**src/rtl/decode_execute_skid.sv**
```systemverilog
// Two-entry skid buffer between decode and execute. Passes the decoded bundle
// uninterpreted, breaks the ready path, supports flush and counts stall cycles.
module decode_execute_skid #(
   parameter int WORD_WIDTH           = 32,
   parameter int REGISTER_INDEX_WIDTH = 5,
   parameter int OFFSET_SIZE          = 12,
   parameter int BUNDLE_WIDTH         = 3*WORD_WIDTH + 3*REGISTER_INDEX_WIDTH + OFFSET_SIZE + 9
) (
   input  logic                    clk,
   input  logic                    rst,
   input  logic                    flush,
   input  logic                    in_valid,
   output logic                    in_ready,
   input  logic [BUNDLE_WIDTH-1:0] bundle_in,
   output logic                    out_valid,
   input  logic                    out_ready,
   output logic [BUNDLE_WIDTH-1:0] bundle_out,
   output logic [1:0]              occupancy,
   output logic [15:0]             stall_cycles
);

   typedef enum logic [1:0] {
      EMPTY = 2'd0,
      ONE   = 2'd1,
      FULL  = 2'd2
   } state_t;

   state_t                  state;
   state_t                  state_next;
   logic [BUNDLE_WIDTH-1:0] main_q;
   logic [BUNDLE_WIDTH-1:0] skid_q;
   logic                    main_v;
   logic                    skid_v;
   logic                    accept;
   logic                    fire;
   logic                    load_main_in;
   logic                    load_main_skid;
   logic                    load_skid;

   // The state encoding doubles as the occupancy count.
   assign main_v     = (state != EMPTY);
   assign skid_v     = (state == FULL);
   assign in_ready   = rst & ~skid_v;
   assign out_valid  = main_v;
   assign bundle_out = main_q;
   assign occupancy  = state;

   assign accept = in_valid & in_ready & ~flush;
   assign fire   = main_v & out_ready;

   always_comb begin
      state_next     = state;
      load_main_in   = 1'b0;
      load_main_skid = 1'b0;
      load_skid      = 1'b0;
      case (state)
         EMPTY: begin
            if (accept) begin
               load_main_in = 1'b1;
               state_next   = ONE;
            end
         end
         ONE: begin
            if (accept && fire) begin
               load_main_in = 1'b1;
            end else if (accept) begin
               load_skid  = 1'b1;
               state_next = FULL;
            end else if (fire) begin
               state_next = EMPTY;
            end
         end
         FULL: begin
            if (fire) begin
               load_main_skid = 1'b1;
               state_next     = ONE;
            end
         end
         default: state_next = EMPTY;
      endcase
      // Flush wins over every transition; data registers may keep stale values.
      if (flush) begin
         state_next = EMPTY;
      end
   end

   always_ff @(posedge clk) begin
      if (!rst) begin
         state  <= EMPTY;
         main_q <= '0;
         skid_q <= '0;
      end else begin
         state <= state_next;
         if (load_main_in) begin
            main_q <= bundle_in;
         end else if (load_main_skid) begin
            main_q <= skid_q;
         end
         if (load_skid) begin
            skid_q <= bundle_in;
         end
      end
   end

   // Stall counter survives flush; only reset clears it.
   always_ff @(posedge clk) begin
      if (!rst) begin
         stall_cycles <= '0;
      end else if (main_v && !out_ready && (stall_cycles != 16'hFFFF)) begin
         stall_cycles <= stall_cycles + 16'd1;
      end
   end

endmodule

```
**config.mk**
```make
export PLATFORM = sky130hd
export DESIGN_NAME = decode_execute_skid
export DESIGN_NICKNAME = d
export VERILOG_FILES = /design/src/rtl/decode_execute_skid.sv
export SDC_FILE = /design/constraint.sdc
export NUM_CORES = 1
export LEC_CHECK = 0
export CAP_MARGIN = 40
export CORE_MARGIN = 4
export CORE_UTILIZATION = 40
export DETAILED_ROUTE_END_ITERATION = 12
export PLACE_DENSITY = 0.64
export SLEW_MARGIN = 0
export SYNTH_ARGS = -nofsm -noshare
export SYNTH_HDL_FRONTEND = slang
export SYNTH_SLANG_ARGS = --single-unit
```
**constraint.sdc**
```tcl
create_clock -name clk -period 2.5 [get_ports clk]
set_input_delay 0.25 -clock clk [delete_from_list [all_inputs] [get_ports clk]]
set_output_delay 0.25 -clock clk [all_outputs]
set_load 0.01 [all_outputs]
```
After elaboration in Yosys (flattened, before gate mapping)
Index checks and enable logic that the tools add are counted.

word-level totals
  register bits after elaboration = 282
  output and inout port bits = 152
  word-level logic and storage cells = 43

cells by class
  add/subtract/negate cells = 1
  equality and inequality tests = 7
  multiplexer cells = 15
  bitwise operators = 7
  reductions and logical operators = 9

operators with widths
  operator               count
  $mux 132               2
  $add 16x1->16 const B  1
  $ne 16x16->1 const B   1
  $mux 2                 5
  $mux 1                 6
  $pmux 2 s3             1
  $and 1x1->1            4
  $ne 2x2->1 const B     2
  $reduce_and 4->1       1
  $reduce_bool 2->1      2
  $logic_and 1x1->1      3
  $ne 3x3->1 const B     1
  $not 1->1              3
  $eq 2x1->1 const B     1
  $eq 2x2->1 const B     1
  $logic_not 2->1        1
  $ne 2x1->1 const B     1
  $pmux 1 s2             1
  $reduce_or 2->1        1
  $logic_not 1->1        1

Depth between registers and ports, before layout
Gate-level depths: netlist of run 1.

  word-level depth = 9
  mapped depth = 8

Worst setup path after synthesis of run 1
OpenSTA, ideal clock, no wires.

  path type = reg2reg
  start = reg stall_cycles[0]
  end = reg stall_cycles[14]
  setup time = 116 ps
  data arrival time = 1796 ps
  required time = 2384 ps
  path slack = 587 ps
  cell stages (with the launch flop) = 7
  buffers on the path = 1
  period minus slack after synthesis = 1913 ps
  cells stage by stage = dfxtp_1 ha_1 inv_1 or3_1 buf_2 or4_1 o211a_1

between the ends
  cells in the longest elaborated chain, start to end = 2

RTL lines
  item                                                   line  RTL
  start, declared                                        19    output logic [15:0] stall_cycles
  start signal, assigned                                 110   stall_cycles <= stall_cycles + 16'd1;
  branches (longest 2 deep; another with $add 16x1->16)  -

Parallel ways; which one is timed is not known.
A chain may end at the register's enable or synchronous reset.

Final worst setup path of run 1
  start = reg state[1], in the netlist occupancy[1]
  end = out out_valid

between the ends
  cells in the longest elaborated chain, start to end = 1

RTL lines
  item                    line  RTL
  start, declared         28    state_t state;
  start signal, assigned  93    state <= state_next;
  $reduce_bool 2->1       41    assign main_v = (state != EMPTY);
  end, declared           15    output logic out_valid,

No other way between the ends.

==> results of run 1 <==
[worst register-to-register path: stages, from the launching register on]
cell,delay [ps]
dfxtp_1,390
ha_1,250
inv_1,130
or3_1,530
or4_1,510
o211a_1,140
[sequential cells by signal, summed over array words and instances (netlist names)]
signal	count
occupancy	2
skid_q	132
bundle_out	132
stall_cycles	16
[area by class of cell]
type / instances / area, um^2
flip-flops and latches: 282 / 5645
repair buffers: 312 / 3238
multi-input cells: 880 / 5091
inverters: 5 / 26.28
diodes: 1 / 2.502
clock buffers: 41 / 873.3
fillers: 2442 / 11760
well taps: 372 / 465.4
clock inverters: 13 / 153.9
[synthesized netlist by cell type (all sizes together), types with 4 or more instances]
cell    count  area (um^2)
dfxtp     282         5645
nand3       7        35.03
nand2     273         1025
nor2      133        499.2
a211oi    132        991.0
a21oi     143        715.7
clkbuf     70        262.8
or4         8        60.06
or3         4        25.02
mux2i     135         1351
o21ai       5        25.02
o31ai       6        45.04
inv         4        15.01
buf        39        197.7
nor4        4        31.28
[metal layers]
layer	global-route usage, %	vias up	wire length (um)
li1	-	4898	-
met1	25.31	4523	13400
met2	29.38	273	13740
met3	6.772	50	2763
met5	0	-	0
met4	4.910	0	770
[metrics by stage]
stage                     utilization [%]  std cells  area [um^2]  power (W)  worst slack [ps]
after floorplan                         -       1276        11190   0.005124             587.3
after global placement              53.09       1851        14470   0.005709             375.0
after detailed placement            53.09       1851        14470   0.005714             353.4
after CTS                           56.85       1905        15490    0.01027             322.2
after global routing                56.86       1906        15500    0.01052             249.4
final                               56.86       1906        15500    0.01013             369.7
[power groups by stage]
stage / registers (W) / clock network (W) / logic (W)
2_1_floorplan: 0.00483 / 0 / 0.000297
3_5_place_dp: 0.00479 / 0 / 0.000926
3_3_place_gp: 0.00479 / 0 / 0.000922
5_1_grt: 0.00470 / 0.00482 / 0.00100
4_1_cts: 0.00469 / 0.00464 / 0.000933
6_report: 0.00469 / 0.00451 / 0.000925
[how the worst max path moves through the flow]
stage                                 startpoint                             to  slack (ps)  cells after the start
floorplan           stall_cycles[0]$_SDFFE_PN0P_  stall_cycles[14]$_SDFFE_PN0P_         590                      6
global placement                           flush        skid_q[59]$_SDFFE_PN0P_         380                      6
detailed placement                      in_valid        skid_q[23]$_SDFFE_PN0P_         350                      6
CTS                    occupancy[0]$_SDFFE_PP0P_                       in_ready         320                      3
global route           occupancy[0]$_SDFFE_PP0P_                       in_ready         250                      3
finish                 occupancy[1]$_SDFFE_PP0P_                      out_valid         370                      3
[cell families after synthesis]
logic type,count (synthesis),synth area share (%)
AND/OR/NAND/NOR,446,16.13
adder cells (fa/ha/maj),1,0.1118
buffers and inverters,114,4.284
flip-flops,282,50.47
multiplexers,135,12.08
AO/OA/AOI/OAI,298,16.92
==> run_results.csv, run 1 <==
group,metric,value,unit
status,outcome,"complete, no violations",
floorplanning,start_util,41.05,%
floorplanning,die_h,175.2,um
setup_path,cp_data_arrival_time,1880,ps
route,ant_nets,0,
route,drtIter0Drc,759,
cells_and_area,mostFrequentLayoutCell,"clkdlybuf4s50_1",
timing,slew_headroom,55.30,%
setup_path,cp_cell_sequence,"buf_4, or2_2, clkdlybuf4s50_1",
flow_run,maxCapViolations,0,
timing,period_share,85.21,%
logic_synthesis,async_flop_share,0,%
setup_path,cp_data_required_time,2250,ps
route,vias_per_cell,5.112,
logic_synthesis,synth-seq-cells,282,
timing,skew,12.88,ps
global_routing,track_usage,18.98,%
cts,cts_setup_buffers,0,
global_routing,grt_pass1_vias,9124,
logic_synthesis,ys_seq_area_share,50.47,%
cts,ctsResizeCount,0,
cts,clk_pin_slew,60,ps
timing,slew_viol_final,0,
setup_path,r2r_start,"stall_cycles[0]$_SDFFE_PN0P_",
cells_and_area,fin_nets,1649,
power_and_ir_drop,power.leakage,6.156,nW
power_and_ir_drop,combPwrFrac,9.1,%
floorplanning,die_w,175.2,um
cts,postCtsHoldBufs,0,
cells_and_area,area_delta_synth_final,38.53,%
cts,cts_tree,"built",
cts,cts_buffers,30,
timing,finalSetupViolCount,0,
floorplanning,rows,60,
setup_path,reg2reg_slack,450,ps
worst_hold_path,hold_end,"skid_q[66]$_SDFFE_PN0P_",
setup_path,crit_path_start_kind,"flip-flop",
worst_hold_path,hold_path_depth,3,
setup_path,r2r_end,"stall_cycles[14]$_SDFFE_PN0P_",
route,wl,30.68,mm
route,vias,9744,
setup_path,cpMaxStageDelayCell,"clkdlybuf4s50_1",
timing,whs,279.6,ps
power_and_ir_drop,p_sw_share,22.22,%
logic_synthesis,ys.flop_type,"dfxtp_1",
setup_path,path_max_fanout,8,
floorplanning,io-pin-count,289,
route,post_drt_wl_per_cell,16.10,um
worst_hold_path,hp-start,"bundle_in[66]",
global_routing,grt_pass1_wl,49.33,mm
placement,hpwl,19.89,mm
route,dr.pass1.iters,7,
logic_synthesis,synthCells,1276,
power_and_ir_drop,p_seq_share,46.3,%
power_and_ir_drop,power.density,653.5,nW/um^2
timing,final-hold-violation-count,0,
route,drcViolationCount,0,
cells_and_area,drive_gt1_share,5.349,%
floorplanning,core_area,27250,um^2
placement,port_buffers,288,
cts,clock_latency,540,ps
timing,rsz0062_at_grt,"false",
global_routing,grt_antenna_before_repair,1,
setup_path,cp_top_family,"buffers and inverters",
timing,worst_slew_pin_slew,670.5,ps
power_and_ir_drop,p_switching,0.002250,W
logic_synthesis,ys_types,40,
cts,clockRootBuffer,"clkbuf_16",
setup_path,cpPeakStageDelay,520,ps
cells_and_area,layout_common_cells,"clkdlybuf4s50_1, dfxtp_1, nand2_1",
worst_hold_path,hold_path.class,"input port to flip-flop",
logic_synthesis,syn_area_per_cell,8.766,um^2
setup_path,critPathKind,"flip-flop to output port",
setup_path,r2r_cells,5,
floorplanning,dieArea,30700,um^2
timing,finalSetupTns,0,ps
placement,routabilityCongestion,0.7711,
logic_synthesis,synthesis.nets,1414,
global_routing,grt_start_max_net_pins,151,
logic_synthesis,syn_area,11190,um^2
setup_path,crit_buf_inv,2,
logic_synthesis,synth_warnings,0,
power_and_ir_drop,p_int,0.007876,W
cts,cts-htree-levels,1,
power_and_ir_drop,pwr-share-clk,44.6,%
global_routing,grt-ovfl-total,0,
cts,cts.sinks,282,
power_and_ir_drop,peakVddDrop,0.0004493,V
logic_synthesis,synth_edf_count,0,
timing,fin_crit,2130,ps
setup_path,setup.worst_path.end_class,"output port",
timing,fmax,469.4,MHz
cts,cts_buffer_depth,3,
No activity file was read; power rests on OpenSTA's default activity.
==> run 2: changes to the inputs <==
--- a/config.mk
+++ b/config.mk
@@ -9,6 +9,7 @@
 export CORE_MARGIN = 4
 export CORE_UTILIZATION = 40
 export DETAILED_ROUTE_END_ITERATION = 12
+export MAX_ROUTING_LAYER = met4
 export PLACE_DENSITY = 0.64
 export SLEW_MARGIN = 0
 export SYNTH_ARGS = -nofsm -noshare
==> run 2 against run 1 <==
Worst hold slack got worse by 1.0 ps. Sequential cell count unchanged. Design area unchanged. Non-clock buffer count unchanged. First-iteration DRC count decreased by 2.5%. Largest cell class unchanged.
==> run_results.csv, run 2 (synthesis gave the netlist of run 1 again) <==
group,metric,value,unit
cells_and_area,drive_gt1_share,5.349,%
setup_path,crit_path_start_kind,"flip-flop",
worst_hold_path,hold_path_depth,3,
worst_hold_path,hp-start,"bundle_in[65]",
global_routing,grt_pass1_wl,49.28,mm
cells_and_area,final_cell_area,15500,um^2
cts,postCtsHoldBufs,0,
power_and_ir_drop,peakVddDrop,0.0004466,V
route,drcViolationCount,0,
timing,finalSetupTns,0,ps
setup_path,r2r_end,"stall_cycles[14]$_SDFFE_PN0P_",
power_and_ir_drop,power.density,653.9,nW/um^2
floorplanning,core_area,27250,um^2
route,vias,9777,
route,drtIter0Drc,740,
cts,cts_setup_buffers,0,
setup_path,cp_data_arrival_time,1890,ps
global_routing,grt_pass1_vias,9129,
global_routing,grt_start_max_net_pins,151,
placement,routabilityCongestion,0.7815,
global_routing,grt-ovfl-total,0,
worst_hold_path,hold_path.class,"input port to flip-flop",
timing,period_share,85.46,%
power_and_ir_drop,power.leakage,6.156,nW
timing,skew,12.65,ps
timing,fmax,468.0,MHz
setup_path,critPathKind,"flip-flop to output port",
global_routing,grt_antenna_before_repair,1,
setup_path,path_max_fanout,8,
cts,cts.sinks,282,
cts,clockRootBuffer,"clkbuf_16",
setup_path,cp_data_required_time,2250,ps
floorplanning,die_w,175.2,um
cts,cts_buffer_depth,3,
route,dr.pass1.iters,5,
placement,hpwl,19.89,mm
timing,slew_headroom,52.75,%
floorplanning,start_util,41.05,%
power_and_ir_drop,p_int,0.007876,W
route,ant_nets,0,
cts,clock_latency,540,ps
timing,rsz0062_at_grt,"false",
route,vias_per_cell,5.130,
global_routing,track_usage,19.54,%
placement,place_area,14470,um^2
floorplanning,die_h,175.2,um
timing,slew_viol_final,0,
power_and_ir_drop,p_seq_share,46.3,%
setup_path,r2r_start,"stall_cycles[0]$_SDFFE_PN0P_",
cts,cts_tree,"built",
cells_and_area,mostFrequentLayoutCell,"clkdlybuf4s50_1",
status,outcome,"complete, no violations",
setup_path,setup.worst_path.end_class,"output port",
timing,final-hold-violation-count,0,
cts,clk_pin_slew,60,ps
route,post_drt_wl_per_cell,16.15,um
floorplanning,dieArea,30700,um^2
timing,worst_slew_pin_slew,708.8,ps
power_and_ir_drop,combPwrFrac,9.1,%
cts,cts_buffers,30,
placement,port_buffers,288,
timing,finalSetupViolCount,0,
power_and_ir_drop,p_switching,0.002257,W
worst_hold_path,hold_end,"skid_q[65]$_SDFFE_PN0P_",
setup_path,r2r_cells,5,
power_and_ir_drop,p_sw_share,22.27,%
setup_path,reg2reg_slack,460,ps
power_and_ir_drop,pwr-share-clk,44.6,%
cells_and_area,area_delta_synth_final,38.53,%
cts,ctsResizeCount,0,
cells_and_area,final.fill_count,2442,
cells_and_area,layout_common_cells,"clkdlybuf4s50_1, dfxtp_1, nand2_1",
route,wl,30.78,mm
flow_run,maxCapViolations,0,
cells_and_area,fin_nets,1649,
cts,cts-htree-levels,1,
timing,fin_crit,2137,ps
floorplanning,rows,60,
floorplanning,io-pin-count,289,
[run 2: cell counts in the layout (fill, tap and decap cells not counted)]
No cell type changed its count.
[run 2: power groups by stage]
| stage | registers (W) | clock network [W] | logic, W |
|---|---|---|---|
| final | 0.00469 | 0.00452 | 0.000925 |
| after global routing | 0.00470 | 0.00482 | 0.00100 |
| after CTS | 0.00469 | 0.00464 | 0.000933 |
| after detailed placement | 0.00479 | 0 | 0.000926 |
| after global placement | 0.00479 | 0 | 0.000922 |
| after floorplan | 0.00483 | 0 | 0.000297 |
[run 2: critical path: stages, from the launching register on]
cell             delay, ps
dfxtp_1                350
buf_4                  180
or2_2                  290
clkdlybuf4s50_1        520
[run 2: worst max path at each step]
stage | from | to | slack (ps) | depth (start not counted)
floorplan | stall_cycles[0]$_SDFFE_PN0P_ | stall_cycles[14]$_SDFFE_PN0P_ | 590 | 6
global placement | flush | skid_q[59]$_SDFFE_PN0P_ | 380 | 6
detailed placement | in_valid | skid_q[23]$_SDFFE_PN0P_ | 350 | 6
CTS | occupancy[0]$_SDFFE_PP0P_ | in_ready | 320 | 3
global route | occupancy[0]$_SDFFE_PP0P_ | in_ready | 250 | 3
finish | occupancy[1]$_SDFFE_PP0P_ | out_valid | 360 | 3
[run 2: layout make-up]
| cell class | count | area, um^2 | share of cell area [%] |
|---|---|---|---|
| antenna | 1 | 2.502 | 0.01615 |
| clock buffer | 41 | 873.3 | 5.636 |
| clock inverter | 13 | 153.9 | 0.9931 |
| inverter | 5 | 26.28 | 0.1696 |
| multi-input combinational | 880 | 5091 | 32.85 |
| sequential | 282 | 5645 | 36.43 |
| tap | 372 | 465.4 | 3.004 |
| timing repair buffer | 312 | 3238 | 20.90 |
[run 2: per-stage QoR]
step / cells / worst slack (ps) / utilization [%] / hold WS [ps] / power [W]
2_1_floorplan: 1276 / 587.3 / - / 326.2 / 0.005124
3_3_place_gp: 1851 / 375.0 / 53.09 / 440.8 / 0.005709
3_5_place_dp: 1851 / 353.4 / 53.09 / 445.6 / 0.005714
4_1_cts: 1905 / 322.2 / 56.85 / 250.1 / 0.01027
5_1_grt: 1906 / 249.4 / 56.86 / 275.3 / 0.01052
6_report: 1906 / 363.5 / 56.86 / 278.6 / 0.01013
[run 2: per-layer routing]
metal,routed length [um],vias up,global-route usage [%]
li1,-,4905,-
met1,13470,4542,25.38
met2,13820,280,29.40
met3,2717,50,6.621
met4,771,0,4.910
met5,0,-,-
==> run 3: changes to the inputs <==
--- a/config.mk
+++ b/config.mk
@@ -6,7 +6,7 @@
 export NUM_CORES = 1
 export LEC_CHECK = 0
 export CAP_MARGIN = 40
-export CORE_MARGIN = 4
+export CORE_MARGIN = 3
 export CORE_UTILIZATION = 40
 export DETAILED_ROUTE_END_ITERATION = 12
 export MAX_ROUTING_LAYER = met4
==> run 3 against run 2 <==
Cell count grew 0.31%. Critical path type unchanged. Clock power is 5.5% higher. Largest power group is now the clock network. Sequential power about the same. Via count fell by 0.38%. Fmax down 6.3%. Sequential cell count stayed put. Sequential share of layout area is 0.24 points lower. Utilization increased by 0.39 points. Global-route usage up 0.76 points. Die area shrank 2.3%. Combinational power fell by 0.4%. Critical path depth unchanged.
==> run_results.csv, run 3 (synthesis gave the netlist of run 1 again) <==
group,metric,value,unit
cells_and_area,final.fill_count,2453,
timing,fmax,438.7,MHz
placement,place_area,14520,um^2
power_and_ir_drop,p_sw_share,22.12,%
cts,cts-htree-levels,1,
global_routing,grt_busiest_layer,"met2",
setup_path,crit_path_start_kind,"flip-flop",
power_and_ir_drop,p_int,0.008087,W
cells_and_area,drive_gt1_share,5.718,%
timing,finalSetupTns,0,ps
cells_and_area,area_delta_synth_final,39.49,%
power_and_ir_drop,power.leakage,6.214,nW
placement,hpwl,19.81,mm
floorplanning,io-pin-count,289,
cells_and_area,final_cell_area,15600,um^2
timing,slew_headroom,52.53,%
timing,skew,6.851,ps
floorplanning,rows,60,
setup_path,path_max_fanout,8,
cts,clk_pin_slew,60,ps
setup_path,cp_data_required_time,2250,ps
floorplanning,die_w,173.2,um
cts,clockRootBuffer,"clkbuf_16",
route,post_drt_wl_per_cell,16.19,um
route,vias_per_cell,5.094,
setup_path,critPathKind,"flip-flop to output port",
cells_and_area,layout_common_cells,"clkdlybuf4s50_1, dfxtp_1, nand2_1",
global_routing,grt_pass1_vias,9234,
flow_run,maxCapViolations,0,
cells_and_area,fin_nets,1654,
power_and_ir_drop,power.density,665.5,nW/um^2
power_and_ir_drop,combPwrFrac,8.9,%
setup_path,cp_data_arrival_time,2030,ps
power_and_ir_drop,peakVddDrop,0.0003839,V
setup_path,r2r_cells,4,
cts,cts.sinks,282,
placement,routabilityCongestion,0.7608,
global_routing,grt_start_max_net_pins,152,
cts,cts_buffer_depth,3,
cts,cts_tree,"built",
global_routing,grt-ovfl-total,0,
cells_and_area,mostFrequentLayoutCell,"clkdlybuf4s50_1",
status,outcome,"complete, no violations",
timing,final-hold-violation-count,0,
route,drtIter0Drc,809,
floorplanning,dieArea,30010,um^2
worst_hold_path,hold_path.class,"input port to flip-flop",
setup_path,r2r_start,"occupancy[1]$_SDFFE_PP0P_",
global_routing,grt_antenna_before_repair,1,
setup_path,setup.worst_path.end_class,"output port",
floorplanning,die_h,173.2,um
cts,postCtsHoldBufs,0,
power_and_ir_drop,p_switching,0.002297,W
timing,finalSetupViolCount,0,
timing,worst_slew_pin_slew,712.0,ps
floorplanning,core_area,27250,um^2
placement,port_buffers,288,
worst_hold_path,hold_end,"skid_q[72]$_SDFFE_PN0P_",
route,ant_nets,0,
timing,slew_viol_final,0,
floorplanning,start_util,41.05,%
timing,rsz0062_at_grt,"false",
timing,period_share,91.18,%
timing,fin_crit,2279,ps
worst_hold_path,hold_path_depth,3,
setup_path,reg2reg_slack,390,ps
global_routing,track_usage,20.29,%
power_and_ir_drop,total_power,0.01038,W
worst_hold_path,hp-start,"bundle_in[72]",
route,drcViolationCount,0,
global_routing,use_met2,30.92,%
route,vias,9740,
global_routing,grt_util_met3,6.001,%
power_and_ir_drop,p_seq_share,45.2,%
power_and_ir_drop,pwr-share-clk,46.0,%
cts,cts_buffers,31,
timing,whs,282.9,ps
global_routing,grt_pass1_wl,50.13,mm
cts,clock_latency,540,ps
setup_path,r2r_end,"stall_cycles[9]$_SDFFE_PN0P_",
route,wl,30.95,mm
global_routing,met1_usage,26.78,%
route,dr.pass1.iters,6,
run 3: cell types whose count changed in the layout (fill, tap and decap cells not counted):
| cell | delta |
|---|---|
| clkinv_4 | -1 |
| bufinv_16 | +2 |
| clkinvlp_4 | -2 |
| dfxtp_1 | -1 |
| buf_4 | +2 |
| clkinv_2 | +2 |
| clkbuf_1 | +1 |
| buf_12 | +2 |
| dfxtp_2 | +1 |
run 3: timing repair:
item | 4_1_cts | 5_1_grt
setup buffers | 0 | 0
resized for setup | 0 | 1
endpoints found under the setup margin | 0 | 1
run 3: metrics by stage:
step                utilization (%)  std cells  setup WS, ps
floorplan                         -       1276         587.3
global placement              53.29       1855         314.9
detailed placement            53.29       1855         307.2
CTS                           57.24       1911         24.08
global route                  57.25       1912         132.3
finish                        57.25       1912         220.5
run 3: metal layers:
layer / vias up / wire [um]
li1: 4914 / -
met1: 4507 / 14120
met2: 266 / 13820
met3: 53 / 2318
met4: 0 / 703
met5: - / 0
run 3: critical path, cell delays in order (launching register included):
cell and delay, ps:
dfxtp_2 440, inv_1 190, a21oi_1 240, clkdlybuf4s50_1 610
run 3: worst max path at each step:
stage | from | to | slack, ps | depth (start not counted)
global placement | out_ready | stall_cycles[9]$_SDFFE_PN0P_ | 310 | 5
global route | occupancy[0]$_SDFFE_PP0P_ | in_ready | 130 | 3
finish | occupancy[0]$_SDFFE_PP0P_ | in_ready | 220 | 3
detailed placement | out_ready | stall_cycles[9]$_SDFFE_PN0P_ | 310 | 5
floorplan | stall_cycles[0]$_SDFFE_PN0P_ | stall_cycles[14]$_SDFFE_PN0P_ | 590 | 6
CTS | occupancy[0]$_SDFFE_PP0P_ | in_ready | 20 | 3
run 3: area by class of cell:
| cell class | count | area (um^2) | area share, % |
|---|---|---|---|
| antenna | 1 | 2.502 | 0.01604 |
| clock buffer | 42 | 877.1 | 5.621 |
| clock inverter | 14 | 200.2 | 1.283 |
| inverter | 5 | 26.28 | 0.1684 |
| multi-input combinational | 880 | 5091 | 32.63 |
| sequential | 282 | 5647 | 36.19 |
| tap | 372 | 465.4 | 2.983 |
| timing repair buffer | 316 | 3293 | 21.11 |
run 3: power by group through the flow:
stage | combinational [W] | clock [W] | sequential, W
6_report | 0.000921 | 0.00477 | 0.00469
5_1_grt | 0.000996 | 0.00507 | 0.00470
4_1_cts | 0.000928 | 0.00488 | 0.00469
3_5_place_dp | 0.000922 | 0 | 0.00479
3_3_place_gp | 0.000918 | 0 | 0.00479
2_1_floorplan | 0.000297 | 0 | 0.00483
==> RTL edit 1, RTL diff (config.mk and constraints of run 1) <==
Change the parameter `REGISTER_INDEX_WIDTH` from 5 to 6.
--- a/src/rtl/decode_execute_skid.sv
+++ b/src/rtl/decode_execute_skid.sv
@@ -2,7 +2,7 @@
 // uninterpreted, breaks the ready path, supports flush and counts stall cycles.
 module decode_execute_skid #(
    parameter int WORD_WIDTH           = 32,
-   parameter int REGISTER_INDEX_WIDTH = 5,
+   parameter int REGISTER_INDEX_WIDTH = 6,
    parameter int OFFSET_SIZE          = 12,
    parameter int BUNDLE_WIDTH         = 3*WORD_WIDTH + 3*REGISTER_INDEX_WIDTH + OFFSET_SIZE + 9
 ) (
Interface: changed (resized bundle_in and bundle_out); port bits go from 289 to 295. No check against the original RTL was run, so the function may have changed too.
==> RTL edit 1 against run 1 <==
- area after synthesis up 3.2%
- wire length up 4.4%
- combinational power up 2.6%
- sequential share of layout area about the same
- worst setup slack worse by 0.10 ns
- sequential cell count up 6
- via count up 3.7%
- final area up 2.1%
- power up 2.3%
- clock power up 2%
- register-to-register slack better by 0.29 ns
- largest cell class unchanged
==> RTL edit 1: results (changes against run 1) <==
| Metric | Value |
|---|---|
| Flop-to-flop setup slack | 0.74 ns (+0.29 ns) |
| Port bufs | 294 (+2.1%) |
| Cells after DPL | 1895 (+2.4%) |
| Switching Share | 22.2% (about the same) |
| Register area share after synthesis | 50.0% (-0.52 points) |
| Number of clock buffers inserted by TritonCTS | 31 (+3.3%) |
| Via count | 10103 (+3.7%) |
| Number of diodes | 0 (-1) |
| GP Congestion | 0.788 (+2.2%) |
| Max IR drop VDD | 0.526 mV (+17%) |
| Final WL | 32.0 mm (+4.4%) |
| Total GRT Usage | 19.3% (+0.35 points) |
| Initial DRT Pass Iterations | 4 (-3) |
| WP data arrival | 1.98 ns (+0.10 ns) |
| Synth cell types | 42 (+5.0%) |
| First DRT Iteration DRCs | 611 (-19%) |
| Share of post-route cells with drive strength above 1 | 5.28% (-0.069 points) |
| Max_slew headroom | 46.1% (-9.2 points) |
| Area contributors post-synth | dfxtp_1 (50%), mux2i_1 (12%), nand2_1 (9.0%) |
| Fin nets | 1691 (+2.5%) |
| Final HPWL DP | 20.8 mm (+4.4%) |
| Initial antenna violation count | 3 (+2) |
| Status | completed |
| Clock Skew | 0.0135 ns (+0.000586 ns) |
| Synthesized Nets | 1448 (+2.4%) |
| Fillers | 2591 (+6.1%) |
| Routed WL per cell | 16.4 um (+2.0%) |
[RTL edit 1: final cells by class]
class | instances | area [um^2] | share of cell area, %
Inverter | 6 | 30.0 | 0.190
Multi-Input combinational cell | 902 | 5200 | 32.9
Clock buffer | 48 | 920 | 5.81
Timing Repair Buffer | 321 | 3310 | 20.9
Clock inverter | 7 | 116 | 0.736
Tap cell | 378 | 473 | 2.99
Sequential cell | 288 | 5770 | 36.4
[RTL edit 1: routing by layer]
| layer | part of all wire [%] | vias up | GRT usage, % |
|---|---|---|---|
| li1 | - | 5005 | - |
| met1 | 44 | 4778 | 25.2 |
| met2 | 45 | 262 | 31.1 |
| met3 | 8.2 | 52 | 6.31 |
| met4 | 2.4 | 6 | 4.93 |
| met5 | 0.14 | - | 0 |
[RTL edit 1: power groups by stage]
stage | clock network (mW) | registers (mW) | logic [mW]
detailed placement | 0 | 4.89 | 0.950
global placement | 0 | 4.89 | 0.945
global route | 4.92 | 4.80 | 1.02
floorplan | 0 | 4.93 | 0.308
finish | 4.62 | 4.79 | 0.949
CTS | 4.75 | 4.79 | 0.958
[RTL edit 1: cells by family (layout without fill, tap and decap cells)]
kind of cell             count (synthesis)  count (layout)  synth area share [%]
AND/OR/NAND/NOR                        461             461                  16.3
AO/OA/AOI/OAI                          301             301                  16.4
flip-flops                             288             288                  50.0
multiplexers                           139             139                  12.1
buffers and inverters                  117             382                  5.18
adder cells (fa/ha/maj)                  1               1                 0.108
[RTL edit 1: worst paths after layout]
path	from	endpoint	depth (start not counted)
setup / recovery	occupancy[0]	in_ready	3
hold / removal	bundle_in[10]	skid_q[10]	3
setup reg to reg	occupancy[0]	bundle_out[24]	6
hold reg to reg	skid_q[16]	skid_q[16]	2
[RTL edit 1: stage by stage]
stage	power, mW	hold WS (ns)	setup slack [ns]	cell area (um^2)
6_report	10.4	0.274	0.269	15800
4_1_cts	10.5	0.244	0.219	15800
3_5_place_dp	5.84	0.446	0.395	14800
5_1_grt	10.7	0.259	0.107	15800
3_3_place_gp	5.83	0.441	0.436	14800
2_1_floorplan	5.24	0.326	0.837	11500
[RTL edit 1: worst max-delay path, stage by stage (launching register included)]
cell,delay (ns)
dfxtp_1,0.52
inv_2,0.15
a21oi_1,0.17
clkdlybuf4s50_1,0.59
==> RTL edit 2, RTL diff (settings of run 1) <==
Made on the original files. Make the reset (`rst`) asynchronous in 2 clocked blocks.
--- a/src/rtl/decode_execute_skid.sv
+++ b/src/rtl/decode_execute_skid.sv
@@ -84,7 +84,7 @@
       end
    end
 
-   always_ff @(posedge clk) begin
+   always_ff @(posedge clk or negedge rst) begin
       if (!rst) begin
          state  <= EMPTY;
          main_q <= '0;
@@ -103,7 +103,7 @@
    end
 
    // Stall counter survives flush; only reset clears it.
-   always_ff @(posedge clk) begin
+   always_ff @(posedge clk or negedge rst) begin
       if (!rst) begin
          stall_cycles <= '0;
       end else if (main_v && !out_ready && (stall_cycles != 16'hFFFF)) begin
Formal check against the unedited RTL: differs if rst is asserted again (counterexample within 4 cycles, from zero or initial values and one cycle with rst low); with rst held inactive, the same outputs for 4 cycles.
==> RTL edit 2 against run 1 <==
- final area grew 2.1%
- sequential share of layout area grew 8.2 points
- synthesized cell count down 26%
- wire length fell by 5.4%
- area after synthesis is 1.8% higher
- first-iteration DRC count shrank 29%
- clock skew grew 0.0015 ns
- sequential cell count did not move
- utilization down 0.25 points
- count of clock-buffer cells in the layout up 7
- worst setup slack got worse by 0.082 ns
- largest cell class unchanged
- highest routed layer unchanged
Power is not compared: it rests on default switching activity, and its combinational part moved more than twofold at a synthesized area within 25%.
==> RTL edit 2: results (changes against run 1) <==
| Metric | Value |
|---|---|
| R2r startpoint | stall_cycles[0] |
| Fin nets | 1361 (-17%) |
| Mux share of post-synthesis cell area | 13.2% (+1.2 points) |
| First DRT Iteration DRCs | 540 (-29%) |
| Register area share after synthesis | 62.0% (+11 points) |
| Met2 wire length | 13.9 mm (+1.4%) |
| Critical path endpoint | in_ready |
| Clock Skew | 0.0144 ns (+0.00151 ns) |
| GP Congestion | 0.760 (-1.4%) |
| Top cell family by delay on the critical path | flip-flops |
| Worst hold path class | in2async |
| List of most frequent post-synthesis cells | dfrtp_1 (282), nand2_1 (272), mux2_2 (133) |
| Number of clock buffers inserted by TritonCTS | 31 (+3.3%) |
| Share of post-route cells with drive strength above 1 | 16.8% (+11 points) |
| Synth Area in Compound Gates | 9.79% (-7.1 points) |
| Status | completed |
| Worst reg-to-reg path cell count | 6 (+1) |
| Highest-delay cell along the critical path | dfrtp_1 |
| CTS Hold Buffers Added | 1 (+1) |
| Wire length on met1 | 12.6 mm (-5.9%) |
| First-pass GRT wire length | 45.8 mm (-7.1%) |
| Crit-path max FO | 12 (+4) |
| Largest net degree at the start of global routing | 161 (+6.6%) |
| R2r endpoint | stall_cycles[7] |
| Met1 GRT Util | 24.7% (-0.65 points) |
| Critical Path Source | occupancy[1] |
| Area contributors post-synth | dfrtp_1 (62%), mux2_2 (13%), nand2_1 (9.0%) |
| Synth Area in Adders | 0.110% (-0.0020 points) |
| Final HPWL DP | 18.8 mm (-5.4%) |
| Synthesized Nets | 1083 (-23%) |
| Worst slew pin tran | 0.895 ns (+0.225 ns) |
| CP max stage delay | 0.63 ns (+0.11 ns) |
| Ys async rst share | 100% (+100 points) |
| Met3 routed WL | 1.80 mm (-35%) |
| WP data arrival | 1.96 ns (+0.08 ns) |
| Via count | 8205 (-16%) |
| Initial DRT Pass Iterations | 5 (-2) |
| Total GRT Usage | 18.0% (-0.95 points) |
## RTL edit 2: changes by cell type in the layout (fill, tap and decap cells not counted), sizes merged, moves of 9 or more
cell	change
dfrtp	+282
dfxtp	-282
a21oi	-140
mux2i	-134
mux2	+133
a211oi	-132
a22oi	+132
nor2	-128
xor2	+9
## RTL edit 2: layout make-up
class | instances | area, um^2
fillers | 2398 | 12100
flip-flops and latches | 282 | 7060
multi-input cells | 600 | 4040
repair buffers | 306 | 3160
clock buffers | 48 | 930
well taps | 378 | 473
clock inverters | 8 | 140
inverters | 2 | 7.51
diodes | 1 | 2.50
## RTL edit 2: kinds of logic (layout without fill, tap and decap cells)
family / after synthesis / count (layout)
multiplexers: 134 / 134
buffers and inverters: 63 / 364
AO/OA/AOI/OAI: 146 / 146
XOR/XNOR: 11 / 11
AND/OR/NAND/NOR: 308 / 308
adder cells (fa/ha/maj): 1 / 1
other: 0 / 1
flip-flops: 282 / 282
## RTL edit 2: power by group through the flow
stage / clock network, mW / logic [mW] / registers (mW)
detailed placement: 0 / 2.59 / 6.00
global placement: 0 / 2.54 / 5.97
CTS: 4.83 / 2.60 / 5.93
floorplan: 0 / 0.847 / 6.13
global route: 5.02 / 2.79 / 6.04
finish: 4.70 / 2.55 / 5.92
## RTL edit 2: metrics by stage
stage               hold slack (ns)  setup slack [ns]  cell area (um^2)  cells
finish                        0.117             0.287             15800   1625
global placement             0.0870             0.331             14700   1567
floorplan                   -0.0456             0.577             11400    945
global route                  0.119             0.149             15800   1625
detailed placement           0.0892             0.315             14700   1567
CTS                          0.0918             0.245             15800   1624
## RTL edit 2: worst reg2reg max path: stages, from the launching register on
cell and delay, ns:
dfrtp_1 0.43, ha_1 0.29, and4_1 0.22, nor4bb_1 0.12, buf_4 0.17, or4b_1 0.52
xnor2_1 0.13
